$ cat config.mk
export PLATFORM = sky130hd
export DESIGN_NAME = image_rom_arbiter
export DESIGN_NICKNAME = d
export VERILOG_FILES = /design/src/rtl/image_rom_arbiter.sv
export SDC_FILE = /design/constraint.sdc
export NUM_CORES = 1
export LEC_CHECK = 0
export CAP_MARGIN = 20
export CELL_PAD_IN_SITES_DETAIL_PLACEMENT = 2
export CELL_PAD_IN_SITES_GLOBAL_PLACEMENT = 2
export CORE_MARGIN = 3
export CORE_UTILIZATION = 31
export CTS_BUF_LIST = sky130_fd_sc_hd__clkbuf_4
export DETAILED_ROUTE_END_ITERATION = 16
export PLACE_DENSITY_LB_ADDON = 0.1
export SLEW_MARGIN = 0
export SYNTH_ARGS = -nofsm -noshare
export SYNTH_HDL_FRONTEND = slang
export SYNTH_SLANG_ARGS = --single-unit
$ cat constraint.sdc
create_clock -name clk_vga -period 6.3 [get_ports clk_vga]
set_clock_uncertainty 0.2 [all_clocks]
set_input_delay 0.945 -clock clk_vga [delete_from_list [all_inputs] [get_ports clk_vga]]
set_output_delay 0.945 -clock clk_vga [all_outputs]
set_load 0.02 [all_outputs]
$ cat src/rtl/image_rom_arbiter.sv
// Shares the image ROM read port: VGA fetcher has strict priority, the aux burst reader fills idle slots.
// Optional build macro ARB_PERF_EN adds stall/burst performance counters.
module image_rom_arbiter #(
    parameter int unsigned ADDR_W  = 16,
    parameter int unsigned DATA_W  = 8,
    parameter int unsigned LEN_W   = 8,
    parameter int unsigned ROM_LAT = 1
) (
    input  logic              clk_vga,
    input  logic              reset,
    input  logic              i_vga_req,
    input  logic [ADDR_W-1:0] i_vga_addr,
    output logic [DATA_W-1:0] o_vga_data,
    output logic              o_vga_valid,
    input  logic              i_aux_req,
    input  logic [ADDR_W-1:0] i_aux_addr,
    input  logic [LEN_W-1:0]  i_aux_len,
    output logic              o_aux_ack,
    output logic              o_aux_busy,
    output logic [DATA_W-1:0] o_aux_data,
    output logic              o_aux_valid,
    output logic              o_aux_last,
    output logic [ADDR_W-1:0] o_rom_addr,
    input  logic [DATA_W-1:0] i_rom_data
`ifdef ARB_PERF_EN
    ,
    input  logic              i_perf_clr,
    output logic [15:0]       o_perf_stall,
    output logic [15:0]       o_perf_bursts
`endif
);

    localparam int unsigned LAST_STG = ROM_LAT - 1;

    typedef enum logic [1:0] {S_IDLE, S_BURST, S_DRAIN} state_t;
    typedef enum logic [1:0] {OWN_NONE, OWN_V, OWN_A} own_t;

    state_t              r_state;
    state_t              w_state_nxt;
    logic [ADDR_W-1:0]   r_addr;
    logic [ADDR_W-1:0]   w_addr_nxt;
    logic [LEN_W-1:0]    r_cnt;
    logic [LEN_W-1:0]    w_cnt_nxt;
    logic [ADDR_W-1:0]   r_rom_addr_hold;
    logic [ADDR_W-1:0]   w_rom_addr;
    own_t                w_own;
    logic                w_issue_last;
    logic                w_aux_ack;

    own_t                r_tag_own  [ROM_LAT];
    logic                r_tag_last [ROM_LAT];

    logic [DATA_W-1:0]   r_vga_data;
    logic                r_vga_valid;
    logic [DATA_W-1:0]   r_aux_data;
    logic                r_aux_valid;
    logic                r_aux_last;

    // Slot ownership, address select and burst FSM next state
    always_comb begin
        w_state_nxt  = r_state;
        w_addr_nxt   = r_addr;
        w_cnt_nxt    = r_cnt;
        w_rom_addr   = r_rom_addr_hold;
        w_own        = OWN_NONE;
        w_issue_last = 1'b0;
        w_aux_ack    = 1'b0;
        if (i_vga_req) begin
            w_own      = OWN_V;
            w_rom_addr = i_vga_addr;
        end
        case (r_state)
            S_IDLE: begin
                if (i_aux_req) begin
                    w_aux_ack   = 1'b1;
                    w_addr_nxt  = i_aux_addr;
                    w_cnt_nxt   = i_aux_len;
                    w_state_nxt = S_BURST;
                end
            end
            S_BURST: begin
                if (!i_vga_req) begin
                    w_own      = OWN_A;
                    w_rom_addr = r_addr;
                    w_addr_nxt = r_addr + ADDR_W'(1);
                    if (r_cnt == '0) begin
                        w_issue_last = 1'b1;
                        w_state_nxt  = S_DRAIN;
                    end else begin
                        w_cnt_nxt = r_cnt - LEN_W'(1);
                    end
                end
            end
            S_DRAIN: begin
                if (r_aux_valid && r_aux_last) begin
                    w_state_nxt = S_IDLE;
                end
            end
            default: w_state_nxt = S_IDLE;
        endcase
    end

    // FSM state, burst registers, tag pipe and returned-data registers
    always_ff @(posedge clk_vga or posedge reset) begin
        if (reset) begin
            r_state         <= S_IDLE;
            r_addr          <= '0;
            r_cnt           <= '0;
            r_rom_addr_hold <= '0;
            for (int unsigned i = 0; i < ROM_LAT; i++) begin
                r_tag_own[i]  <= OWN_NONE;
                r_tag_last[i] <= 1'b0;
            end
            r_vga_data  <= '0;
            r_vga_valid <= 1'b0;
            r_aux_data  <= '0;
            r_aux_valid <= 1'b0;
            r_aux_last  <= 1'b0;
        end else begin
            r_state         <= w_state_nxt;
            r_addr          <= w_addr_nxt;
            r_cnt           <= w_cnt_nxt;
            r_rom_addr_hold <= w_rom_addr;
            r_tag_own[0]    <= w_own;
            r_tag_last[0]   <= w_issue_last;
            for (int unsigned i = 1; i < ROM_LAT; i++) begin
                r_tag_own[i]  <= r_tag_own[i-1];
                r_tag_last[i] <= r_tag_last[i-1];
            end
            r_vga_valid <= (r_tag_own[LAST_STG] == OWN_V);
            r_aux_valid <= (r_tag_own[LAST_STG] == OWN_A);
            r_aux_last  <= (r_tag_own[LAST_STG] == OWN_A) && r_tag_last[LAST_STG];
            if (r_tag_own[LAST_STG] == OWN_V) begin
                r_vga_data <= i_rom_data;
            end
            if (r_tag_own[LAST_STG] == OWN_A) begin
                r_aux_data <= i_rom_data;
            end
        end
    end

    assign o_rom_addr  = reset ? '0 : w_rom_addr;
    assign o_aux_ack   = w_aux_ack & ~reset;
    // Busy falls in the same cycle the final word strobes
    assign o_aux_busy  = (r_state == S_BURST) ||
                         ((r_state == S_DRAIN) && !(r_aux_valid && r_aux_last));
    assign o_vga_data  = r_vga_data;
    assign o_vga_valid = r_vga_valid;
    assign o_aux_data  = r_aux_data;
    assign o_aux_valid = r_aux_valid;
    assign o_aux_last  = r_aux_last;

`ifdef ARB_PERF_EN
    logic [15:0] r_perf_stall;
    logic [15:0] r_perf_bursts;

    // Saturating counters; clear has priority over a same-cycle increment
    always_ff @(posedge clk_vga or posedge reset) begin
        if (reset) begin
            r_perf_stall  <= '0;
            r_perf_bursts <= '0;
        end else if (i_perf_clr) begin
            r_perf_stall  <= '0;
            r_perf_bursts <= '0;
        end else begin
            if ((r_state == S_BURST) && i_vga_req && (r_perf_stall != 16'hFFFF)) begin
                r_perf_stall <= r_perf_stall + 16'(1);
            end
            if (w_aux_ack && (r_perf_bursts != 16'hFFFF)) begin
                r_perf_bursts <= r_perf_bursts + 16'(1);
            end
        end
    end

    assign o_perf_stall  = r_perf_stall;
    assign o_perf_bursts = r_perf_bursts;
`endif

endmodule

* Word-level counts from Yosys, hierarchy flattened
Index checks and enable logic that the tools add are counted.
Widths: inputs -> output; s select.
** Storage, ports and cells
- Register bits after elaboration :: 64
- Latch bits :: 0
- Memory bits (writable) :: 0
- ROM bits :: 0
- Input port bits :: 52
- Output and inout port bits :: 37
- Word-level logic and storage cells :: 59
- Memories kept :: 0
** Cells by class
- Add/sub/neg operators :: 2
- Multipliers :: 0
- Divide/modulo/power cells :: 0
- $lt $le $gt $ge :: 0
- Equal/unequal tests :: 9
- Shift-type cells :: 0
- Muxes and demuxes :: 24
- Bitwise operators :: 2
- Reduce and logical (&&, ||, !) cells :: 11
** Operators with widths (count)
- $mux 16 :: 6
- $pmux 16 s2 :: 1
- $mux 8 :: 3
- $add 16x1->16 const B :: 1
- $pmux 8 s2 :: 1
- $mux 2 :: 6
- $ne 2x2->1 const B :: 5
- $logic_not 8->1 :: 1
- $reduce_and 4->1 :: 2
- $sub 8x1->8 const B :: 1
- $mux 1 :: 6
- $pmux 2 s3 :: 1
- $eq 2x1->1 const B :: 2
- $eq 2x2->1 const B :: 2
- $logic_and 1x1->1 :: 3
- $reduce_and 3->1 :: 1
- $logic_not 2->1 :: 1
- $reduce_bool 2->1 :: 1
- $and 1x1->1 :: 1
- $logic_not 1->1 :: 1
- $logic_or 1x1->1 :: 1
- $not 1->1 :: 1

* Logic depth before layout (Yosys ltp)
Gate-level depths: netlist (run 1).
- Depth in word-level cells :: 4
- Mapped depth :: 7

* Worst setup path after synthesis (run 1)
No wires, ideal clock.
- Path type :: in2out
- From :: input port reset
- To :: output port o_rom_addr[10]
- Arrival :: 3501 ps
- Data required time :: 5155 ps
- Setup slack :: 1654 ps
- Stages on the path :: 3
- Path through :: inv_1 > clkbuf_1 > and2_1
** Between the ends
- Longest elaborated chain between the ends :: 1
** RTL lines
- start: declaration :: RTL line 10 : input logic reset,
- $mux 16 :: RTL line 142 : assign o_rom_addr = reset ? '0 : w_rom_addr;
- end: declaration :: RTL line 23 : output logic [ADDR_W-1:0] o_rom_addr,
No other way between the ends.

* Final worst setup path (run 1)
- From :: register r_state[1]
- To :: output port o_rom_addr[0]
** Between the ends
- Longest elaborated chain between the ends :: 3
** RTL lines
- start: declaration :: RTL line 38 : state_t r_state;
- start signal: assignment :: RTL line 120 : r_state <= w_state_nxt;
- $eq 2x1->1 :: RTL line 72 : case (r_state)
- $mux 16 :: RTL line 72
- net w_rom_addr[0] :: RTL line 45 : logic [ADDR_W-1:0] w_rom_addr;
- $mux 16 :: RTL line 142
The timed path passes the listed nets, and every way through them passes these cells.

==> impl_summary.txt, run 1 <==
----------------------------------------------------
[Status]
  Outcome ... finished, final reports clean

[Die]
  Die extent in y ... about 110 um
  Overall die area ... 12000 um^2
  Effective utilization at floorplan ... ~32%
  Number of placement rows ... 37
  Number of top-level design ports ... just under 90
  Placeable core area ... 10400 um^2
  Die Wd ... roughly 110 um

[Yosys]
  Cell variety after synth ... 53
  Most frequently used cell type in the post-synthesis netlist ... sky130_fd_sc_hd__dfrtp_1
  Commonest cells in the synthesized netlist ... 64 x sky130_fd_sc_hd__dfrtp_1, 34 x sky130_fd_sc_hd__nand2_1, 24 x sky130_fd_sc_hd__nor2_1
  Synth warn ... 0
  Library cell occupying the most area in the post-synthesis netlist ... sky130_fd_sc_hd__dfrtp_1
  Complex-gate fraction of the synthesized area ... between 15 and 20%
  Count of flip-flops with a built-in enable after synthesis ... 0
  Top-area cell type share of the netlist area ... between 40% and 50%
  Top cells by area in the synthesized netlist ... sky130_fd_sc_hd__dfrtp_1 48%, sky130_fd_sc_hd__mux2_2 5.4%, sky130_fd_sc_hd__mux2i_1 5.1%
  Main combinational cell family by area after synthesis ... simple AND/OR/NAND/NOR gates
  Simple logic cell fraction of the synthesized area ... between 20% and 30%
  Multiplexer area fraction after synthesis ... a little over a tenth
  Sequential area share after synthesis ... between 40 and 50%
  Xor and xnor fraction of the mapped netlist area ... 0%
  Post-synthesis async set-or-reset flop share ... 100%
  Syn Inst Count ... 337
  Synthesized area ... between 3000 and 4000 um^2
  Number of register bits inferred by synthesis ... 64
  Average cell area after synthesis ... around 10 um^2
  Mapped Nets ... slightly below 400
  Main synth FF type ... sky130_fd_sc_hd__dfrtp_1
  Adder-cell area share of the yosys netlist ... under 10%

[Setup path]
  Flop2flop setup slack ... approximately 3.5 ns
  Data required, critical path ... slightly above 5 ns
  Maximum cell stage delay along the critical path ... approximately 0.73 ns
  Arrival time worst endpoint ... roughly 3.4 ns
  Critical path startpoint category ... flip-flop
  Worst path slowest cell ... sky130_fd_sc_hd__nand2b_2
  Cell Chain, Critical Path ... nand2b_2 -> buf_4 -> mux2i_1 -> o21ai_0 -> and2_1 -> clkdlybuf4s50_1
  Endpoint class of the critical path ... primary output
  Crit-path max FO ... 31
  Worst setup path category ... flip-flop to primary output

[CTS]
  Number of buffers on the longest clock path ... 2
  Clock Sink Count ... 64
  TritonCTS clock tree ... built
  Root buffer cell ... sky130_fd_sc_hd__clkbuf_4
  Clock insertion delay at the later pin of the skew report ... roughly 0.42 ns
  # hold bufs at CTS ... 0
  Total clock buffers created by CTS ... 9
  # resized after CTS ... 0
  Deepest level of the CTS H-tree ... 3
  Buffers inserted by post-CTS timing repair ... 0
  Post-CTS clock slew at the launch and capture registers of the worst setup and hold paths ... ~0.10 ns

[STA]
  Final Max Tran Viols ... 0
  Slew of the pin with the lowest slew margin ... 0.984 ns
  Unrepaired setup endpoints after global routing ... false
  Setup slack of the critical path after layout ... between 1.5 and 2 ns
  Max_slew headroom ... roughly 34%
  Ratio of final minimum period to clock period ... a little under three quarters
  Fmax ... 222 MHz
  Final count of negative-setup-slack endpoints ... 0
  Fin. Hold Viols ... 0
  Final Critical Period ... about 4.5 ns
  Total negative slack ... 0 ns
  Final hold slack ... 0.266 ns

[Routing]
  Post-DRT Antenna Nets ... 0
  DRC Markers ... 0
  Post-detailed-route wirelength per cell ... between 15 and 20 um
  Drt initial violations ... 65
  Number of detailed-routing iterations run before antenna repair ... 4
  Routed vias ... approximately 2900
  Drt total wl ... just under 10000 um
  Vias per inst ... around 5.2

[GRT]
  Wire length of the first global-routing pass ... 16200 um
  Number of antenna violations at the first check in global routing ... 0
  Via count of the first global-routing pass ... 3226
  Pin count of the biggest net entering global routing ... between 50 and 60
  Overall track demand over capacity in global routing ... between 15 and 20%
  Overflow after GRT ... 0

[Final layout]
  Number of filler instances in the final layout ... 1143
  Post-route core utilization ... 42.9%
  Area overhead of the layout relative to synthesis ... 33.5%
  Number of antenna cells inserted ... 0
  Final-stage net count ... 472
  Share of cells above drive strength 1 ... between 10% and 20%

[Flow run]
  Number of max-cap violations ... 0

[Placement]
  Post-detailed-placement half-perimeter wirelength ... 7180 um
  Placer's final routability congestion estimate ... between 0.7 and 0.8
  Pre-CTS setup slack ... just under 2 ns
  Buffers added on ports ... between 80 and 90

[Power]
  PnR Total Power ... between 1.5 and 2 mW
  Static Leakage ... between 1.5 and 2 nW
  Power density normalized to cell area ... ~450 nW/um^2
  Max VDD drop ... ~0.00013 V

[Min path]
  Type of the most critical hold path ... flip-flop to flip-flop

----------------------------------------------------
-- critical path, delay by kind of cell (launching register included) --
kind	cells	cell delay [ns]
flops	1	0.71
buf+inv	2	1.01
mux	1	0.11
simple gates	2	0.90
compound gates	1	0.22
-- per-layer routing --
layer,track usage (%),vias up,part of all wire [%]
li1,-,1379,-
met1,21.1,1472,43
met2,31.1,58,52
met3,4.11,10,3.7
met4,4.81,0,1.1
met5,0,-,0
-- sequential cells by signal, indices dropped and copies added, names as in the netlist --
register	cells
o_vga_valid	1
o_aux_last	1
o_aux_valid	1
r_tag_last	1
r_addr	16
r_tag_own	2
r_state	2
o_vga_data	8
r_cnt	8
r_rom_addr_hold	16
o_aux_data	8
-- per-stage QoR --
stage	cell area [um^2]	std cells
detailed placement	4290	542
finish	4450	558
CTS	4450	558
global route	4450	558
floorplan	3330	337
global placement	4290	542
-- cell families (layout without fill, tap and decap cells) --
logic type,count (synthesis),after routing
simple gates,127,127
compound gates,83,83
flops,64,64
mux,33,33
buf+inv,27,112
fa+ha+maj,3,3
-- final timing paths --
path | cells after the start | start | endpoint
hold reg to reg | 1 | r_tag_last | o_aux_last
hold / removal | 1 | r_tag_last | o_aux_last
setup reg to reg | 4 | r_state[0] | r_cnt[0]
setup / recovery | 6 | r_state[1] | o_rom_addr[0]
min in group asynchronous | 2 | reset | r_tag_own[0]
max in group asynchronous | 3 | reset | o_vga_data[7]
-- power breakdown --
group          switching (mW)  internal [mW]  leakage [nW]  total (mW)
combinational           0.505          0.429         0.961       0.934
sequential              0.164          0.570         0.761       0.733
clock                   0.151          0.167        0.0836       0.318
total                   0.820           1.16          1.81        1.98
-- layout make-up --
cell class              instances  area (um^2)  area share (%)
inverters                       4         15.0           0.338
clock inverters                 5         71.3            1.60
clock buffers                  11         82.6            1.86
well taps                     136          170            3.83
repair buffers                 92          911            20.5
flip-flops and latches         64         1600            36.0
multi-input cells             246         1600            35.9
-- placed cells by master (no fill, tap or decap), types with 3 or more instances in the layout --
master	count
sky130_fd_sc_hd__nand4b_1	3
sky130_fd_sc_hd__a21oi_1	18
sky130_fd_sc_hd__dfrtp_1	64
sky130_fd_sc_hd__buf_4	4
sky130_fd_sc_hd__and3_1	4
sky130_fd_sc_hd__nor2_1	24
sky130_fd_sc_hd__nor3_1	5
sky130_fd_sc_hd__nand3_1	6
sky130_fd_sc_hd__o22a_1	6
sky130_fd_sc_hd__nand2b_1	3
sky130_fd_sc_hd__nor2b_1	3
sky130_fd_sc_hd__clkdlybuf4s50_1	88
sky130_fd_sc_hd__clkinv_1	3
sky130_fd_sc_hd__nand2_1	34
sky130_fd_sc_hd__o21ai_1	12
sky130_fd_sc_hd__nand4_1	3
sky130_fd_sc_hd__nand3_2	3
sky130_fd_sc_hd__mux2i_1	17
sky130_fd_sc_hd__clkbuf_4	11
sky130_fd_sc_hd__inv_1	3
sky130_fd_sc_hd__and2_1	19
sky130_fd_sc_hd__mux2_2	16
sky130_fd_sc_hd__a41oi_1	3
sky130_fd_sc_hd__o21ai_0	22
sky130_fd_sc_hd__nor4_1	7
sky130_fd_sc_hd__ha_1	3
sky130_fd_sc_hd__o22ai_1	3
Power figures use the tool's default switching activity.
==> run 2: changes to the inputs <==
--- a/config.mk
+++ b/config.mk
@@ -9,7 +9,7 @@
 export CELL_PAD_IN_SITES_DETAIL_PLACEMENT = 2
 export CELL_PAD_IN_SITES_GLOBAL_PLACEMENT = 2
 export CORE_MARGIN = 3
-export CORE_UTILIZATION = 31
+export CORE_UTILIZATION = 27
 export CTS_BUF_LIST = sky130_fd_sc_hd__clkbuf_4
 export DETAILED_ROUTE_END_ITERATION = 16
 export PLACE_DENSITY_LB_ADDON = 0.1
==> constraint.sdc (replaced) <==
create_clock -name clk_vga -period 3.8 [get_ports clk_vga]
set_clock_uncertainty 0.2 [all_clocks]
set_input_delay 0.57 -clock clk_vga [delete_from_list [all_inputs] [get_ports clk_vga]]
set_output_delay 0.57 -clock clk_vga [all_outputs]
set_load 0.02 [all_outputs]
==> run 2 against run 1 <==
Against the previous run:
- first-iteration DRC count is 91% higher
- sequential power grew 62%
- worst setup slack got worse by 1.3 ns
- critical path type unchanged
- critical endpoint is now o_rom_addr[15]
- largest power group unchanged
==> impl_summary.txt, run 2 (synthesis gave the netlist of run 1 again) <==
----------------------------------------------------
[Die]
  Number of placement rows ... 39
  Overall die area ... between 10000 and 15000 um^2
  Die extent in y ... about 120 um
  Die Wd ... 117 um
  Number of top-level design ports ... just under 90
  Placeable core area ... ~12000 um^2
  Effective utilization at floorplan ... about 28%

[Power]
  Logic pwr share ... 46.1%
  Proportion of power drawn by flip-flops and latches ... between 30% and 40%
  Sw power ... roughly 1.4 mW
  Static Leakage ... 1.86 nW
  Power density normalized to cell area ... 755 nW/um^2
  Switching Fraction ... around two fifths
  Clock power share ... between 10% and 20%
  PnR Total Power ... approximately 3.5 mW
  Total internal power ... between 2 and 2.5 mW
  Max VDD drop ... 0.000266 V

[Setup path]
  Cell Chain, Critical Path ... nand2b_2 -> mux2i_1 -> o21ai_0 -> and2_1 -> clkdlybuf4s50_1
  Crit-path max FO ... 21
  Worst path slowest cell ... sky130_fd_sc_hd__clkdlybuf4s50_1
  Worst setup path category ... flip-flop to primary output
  FF-to-FF Start ... r_state[0]
  Data required, critical path ... 3.03 ns
  CP top delay family ... simple AND/OR/NAND/NOR gates
  Maximum cell stage delay along the critical path ... about 0.60 ns
  Endpoint class of the critical path ... primary output
  Number of buffers and inverters on the critical path ... 1
  Critical path startpoint category ... flip-flop
  Arrival time worst endpoint ... approximately 2.6 ns
  Origin of the worst setup path ... r_state[1]

[Min path]
  Type of the most critical hold path ... flip-flop to flip-flop
  Startpoint of the lowest-slack hold path ... r_tag_last

[CTS]
  Post-CTS clock slew at the launch and capture registers of the worst setup and hold paths ... roughly 0.11 ns
  Buffers inserted by post-CTS timing repair ... 0
  Root buffer cell ... sky130_fd_sc_hd__clkbuf_4
  Clock Sink Count ... 64
  # hold bufs at CTS ... 0
  # resized after CTS ... 0
  Clock insertion delay at the later pin of the skew report ... between 0.4 and 0.5 ns
  Total clock buffers created by CTS ... 9
  Deepest level of the CTS H-tree ... 3
  Number of buffers on the longest clock path ... 2
  TritonCTS clock tree ... built

[Final layout]
  Registers with the highest flip-flop counts ... r_addr (16), r_rom_addr_hold (16)
  Number of filler instances in the final layout ... between 1000 and 1500
  Highest-count cells in the layout ignoring fill and taps ... 88 x sky130_fd_sc_hd__clkdlybuf4s50_1, 64 x sky130_fd_sc_hd__dfrtp_1, 34 x sky130_fd_sc_hd__nand2_1
  Most common cell after layout, fill and taps aside ... sky130_fd_sc_hd__clkdlybuf4s50_1
  Final-stage net count ... 479
  Number of antenna cells inserted ... 0
  Share of cells above drive strength 1 ... between 10% and 20%
  Area overhead of the layout relative to synthesis ... 37.5%

[GRT]
  Pin count of the biggest net entering global routing ... 43
  Wire length of the first global-routing pass ... 16500 um
  Overflow after GRT ... 0
  Number of antenna violations at the first check in global routing ... 0
  Overall track demand over capacity in global routing ... roughly 15%
  Via count of the first global-routing pass ... 3133

[Placement]
  Post-detailed-placement half-perimeter wirelength ... around 7300 um
  Placer's final routability congestion estimate ... roughly 0.74
  Buffers added on ports ... between 80 and 90

[Flow run]
  Number of max-cap violations ... 0

[Routing]
  Post-DRT Antenna Nets ... 0
  Post-detailed-route wirelength per cell ... 17.4 um
  Drt initial violations ... 124
  DRC Markers ... 0
  Vias per inst ... between 5 and 6
  Number of detailed-routing iterations run before antenna repair ... 4
  Drt total wl ... between 9000 and 10000 um
  Routed vias ... between 2000 and 3000

[STA]
  Final Max Tran Viols ... 0
  Ratio of final minimum period to clock period ... 87.2%
  Fin. Hold Viols ... 0
  Final count of negative-setup-slack endpoints ... 0
  Total negative slack ... 0 ns
  Final Critical Period ... 3.32 ns
  Max_slew headroom ... 43.0%
  Slew of the pin with the lowest slew margin ... roughly 0.85 ns
  Final hold slack ... about 0.27 ns
  Unrepaired setup endpoints after global routing ... false
  Fmax ... 302 MHz

[Status]
  Outcome ... finished, final reports clean

----------------------------------------------------
==> run 2: cell types whose count changed in the layout (fill, tap and decap cells not counted), sizes merged <==
cell,delta
clkinvlp,+2
clkinv,-2
bufinv,+2
clkbuf,-2
buf,+7
==> run 2: cell type report <==
class	instances	area (um^2)	area share (%)
multi-input combinational	246	1600	34.9
inverter	4	15.0	0.328
sequential	64	1600	35.0
timing repair buffer	99	976	21.3
clock buffer	9	67.6	1.48
tap	143	179	3.91
clock inverter	7	144	3.14
==> run 2: worst paths after layout <==
kind,to,slack (ns),depth (start not counted)
max in group asynchronous,r_addr[11],2.43,3
min in group asynchronous,r_rom_addr_hold[2],0.29,2
setup / recovery,o_rom_addr[15],0.48,5
hold / removal,o_aux_last,0.27,1
hold reg to reg,o_aux_last,0.27,1
setup reg to reg,r_cnt[0],1.56,5
==> run 2: through the flow <==
stage,std cells,area [um^2],setup WS [ns],utilization [%]
finish,572,4580,0.485,39.1
detailed placement,556,4370,0.682,37.3
floorplan,337,3330,1.00,-
CTS,572,4580,0.373,39.1
global route,572,4580,0.200,39.1
global placement,556,4370,0.704,37.3
==> run 2: power groups by stage <==
stage          Combinational [mW]  Sequential [mW]  Clock [mW]
2_1_floorplan                1.03             1.21           0
3_3_place_gp                 1.57             1.20           0
3_5_place_dp                 1.62             1.21           0
4_1_cts                      1.63             1.20       0.699
5_1_grt                      1.78             1.25       0.731
6_report                     1.59             1.19       0.673
==> run 2: metal layers <==
layer	wire length (um)	part of all wire, %	track usage [%]	vias up
met3	381	3.8	3.34	12
li1	-	-	-	1396
met4	152	1.5	4.43	0
met2	4850	49	25.7	65
met5	0	0	0	-
met1	4540	46	20.0	1463
==> run 3: changes to the inputs <==
--- a/config.mk
+++ b/config.mk
@@ -13,6 +13,7 @@
 export CTS_BUF_LIST = sky130_fd_sc_hd__clkbuf_4
 export DETAILED_ROUTE_END_ITERATION = 16
 export PLACE_DENSITY_LB_ADDON = 0.1
+export SKIP_CTS_REPAIR_TIMING = 1
 export SLEW_MARGIN = 0
 export SYNTH_ARGS = -nofsm -noshare
 export SYNTH_HDL_FRONTEND = slang
==> constraint.sdc (replaced) <==
create_clock -name clk_vga -period 3.8 [get_ports clk_vga]
set_clock_uncertainty 0.2 [all_clocks]
set_input_delay 0.95 -clock clk_vga [delete_from_list [all_inputs] [get_ports clk_vga]]
set_output_delay 0.95 -clock clk_vga [all_outputs]
set_load 0.02 [all_outputs]
==> run 3 against run 2 <==
Against the previous run:
- first-iteration DRC count is 13% lower
- design area is 1.0% higher
- non-clock buffer count is 1 higher
- routed wire length is 6.5% higher
- register-to-register slack worse by 0.03 ns
- combinational power hardly changed
- highest routed layer unchanged
- die area stayed put
- clock power is 9.2% lower
- final cell count is 0.17% higher
- hold slack better by 0.0038 ns
- power is 0.70% lower
==> impl_summary.txt, run 3 (synthesis gave the netlist of run 1 again) <==
----------------------------------------------------
[Setup path]
  Maximum cell stage delay along the critical path ... 0.59 ns
  Critical path startpoint category ... input pin
  Arrival time worst endpoint ... between 2 and 3 ns
  R2R cell count ... 6
  Crit-path max FO ... 33
  R2R Path End ... r_cnt[0]
  Cell Chain, Critical Path ... clkdlybuf4s50_1 -> buf_12 -> nand2_1 -> o21ai_1 -> and2_1 -> clkdlybuf4s50_1
  Endpoint class of the critical path ... primary output
  Worst path slowest cell ... sky130_fd_sc_hd__clkdlybuf4s50_1
  Flop2flop setup slack ... around 1.5 ns
  FF-to-FF Start ... r_state[0]
  Worst setup path category ... input pin to primary output
  Data required, critical path ... approximately 2.7 ns
  Most used cell along the critical path ... sky130_fd_sc_hd__clkdlybuf4s50_1

[Final layout]
  Most common cell after layout, fill and taps aside ... sky130_fd_sc_hd__clkdlybuf4s50_1
  Number of filler instances in the final layout ... 1281
  Highest-count cells in the layout ignoring fill and taps ... 77 x sky130_fd_sc_hd__clkdlybuf4s50_1, 64 x sky130_fd_sc_hd__dfrtp_1, 34 x sky130_fd_sc_hd__nand2_1
  Register Area ... about 1600 um^2
  Registers with the highest flip-flop counts ... r_addr (16), r_rom_addr_hold (16)
  Area overhead of the layout relative to synthesis ... 38.9%
  Share of cells above drive strength 1 ... 13.0%
  Post-Layout Inst Area ... 4630 um^2
  Final-stage net count ... 480
  Number of antenna cells inserted ... 0
  Finished Layout Cells ... 573
  Area taken by multi-input logic gates ... between 1500 and 2000 um^2

[Placement]
  Placed Instances ... 557
  Post-detailed-placement half-perimeter wirelength ... about 7400 um
  Area of placed instances ... ~4400 um^2
  Placer's final routability congestion estimate ... between 0.7 and 0.8
  Buffers added on ports ... 88

[CTS]
  Clock insertion delay at the later pin of the skew report ... approximately 0.45 ns
  TritonCTS clock tree ... built
  Deepest level of the CTS H-tree ... 3
  Total clock buffers created by CTS ... 9
  Post-CTS clock slew at the launch and capture registers of the worst setup and hold paths ... 0.11 ns
  Root buffer cell ... sky130_fd_sc_hd__clkbuf_4
  Clock Sink Count ... 64
  Number of buffers on the longest clock path ... 2

[GRT]
  Via count of the first global-routing pass ... ~3200
  Met2 track demand over resource in global routing ... a little over a quarter
  Fraction of met1 tracks used by global routing ... 21.2%
  Layer carrying the most global-route usage ... met2
  Overflow after GRT ... 0
  Pin count of the biggest net entering global routing ... 53
  Met3 GRT Util ... about 5%
  Number of antenna violations at the first check in global routing ... 0
  Overall track demand over capacity in global routing ... around 17%
  Wire length of the first global-routing pass ... 17300 um

[Routing]
  Number of detailed-routing iterations run before antenna repair ... 4
  Routed vias ... 2946
  DRC Markers ... 0
  Post-detailed-route wirelength per cell ... approximately 18 um
  Vias per inst ... a little over 5
  Drt total wl ... about 11000 um
  Drt initial violations ... roughly 110
  Post-DRT Antenna Nets ... 0

[Die]
  Effective utilization at floorplan ... around 28%
  Number of placement rows ... 39
  Number of top-level design ports ... a little under 90
  Die extent in y ... approximately 120 um
  Placeable core area ... about 12000 um^2
  Die Wd ... 117 um
  Overall die area ... 13700 um^2

[STA]
  Max_slew headroom ... about two fifths
  Ratio of final minimum period to clock period ... a little over nine tenths
  Final Max Tran Viols ... 0
  Unrepaired setup endpoints after global routing ... false
  Fin. Hold Viols ... 0
  Total negative slack ... 0 ns
  Final Critical Period ... between 3 and 4 ns
  Fmax ... ~270 MHz
  Final count of negative-setup-slack endpoints ... 0
  Slew of the pin with the lowest slew margin ... around 0.91 ns

[Status]
  Outcome ... finished, final reports clean

[Min path]
  Startpoint of the lowest-slack hold path ... r_tag_last
  Type of the most critical hold path ... flip-flop to flip-flop
  End point of the most critical hold path ... o_aux_last
  Worst hold path cell count ... 1

[Power]
  Max VDD drop ... slightly above 0.0004 V
  Static Leakage ... 2.03 nW
  Power density normalized to cell area ... 742 nW/um^2

[Flow run]
  Number of max-cap violations ... 0

----------------------------------------------------
run 3: layer usage:
metal	part of all wire, %	vias up
met5	0	-
met4	1.3	0
met3	4.4	12
met2	50	59
met1	44	1483
li1	-	1392
run 3: worst max-delay path by stage:
stage,startpoint,endpoint,cells after the start
after floorplan,reset,o_rom_addr[10],3
after global placement,reset,o_rom_addr[7],5
after detailed placement,i_vga_req,o_rom_addr[5],6
after CTS,i_vga_req,o_rom_addr[5],6
after global routing,i_vga_req,o_rom_addr[9],6
final,i_vga_req,o_rom_addr[8],6
run 3: critical path: cells and delay by family:
kind | cells | cell delay (ns)
AOI/OAI and AO/OA | 1 | 0.11
buffers and inverters | 3 | 1.28
and+or+nand+nor | 2 | 0.22
run 3: power breakdown:
group | internal (mW) | switching, mW
clock network | 0.333 | 0.278
logic | 0.744 | 0.870
registers | 0.945 | 0.263
total | 2.02 | 1.41
run 3: area by class of cell:
type | count | area share [%]
inverter | 4 | 0.324
multi-input combinational | 246 | 34.5
tap | 143 | 3.87
clock inverter | 7 | 2.57
clock buffer | 9 | 1.46
timing repair buffer | 100 | 22.7
sequential | 64 | 34.6
run 3: per-stage QoR:
| step | total power, mW | setup slack, ns | hold WS (ns) | util (%) |
|---|---|---|---|---|
| floorplan | 2.24 | 0.240 | 0.228 | - |
| global placement | 2.79 | 0.0750 | 0.230 | 37.7 |
| detailed placement | 2.86 | 0.0246 | 0.265 | 37.7 |
| CTS | 3.51 | 0.0251 | 0.284 | 39.3 |
| global route | 3.73 | 0.000827 | 0.302 | 39.5 |
| finish | 3.43 | 0.0768 | 0.274 | 39.5 |
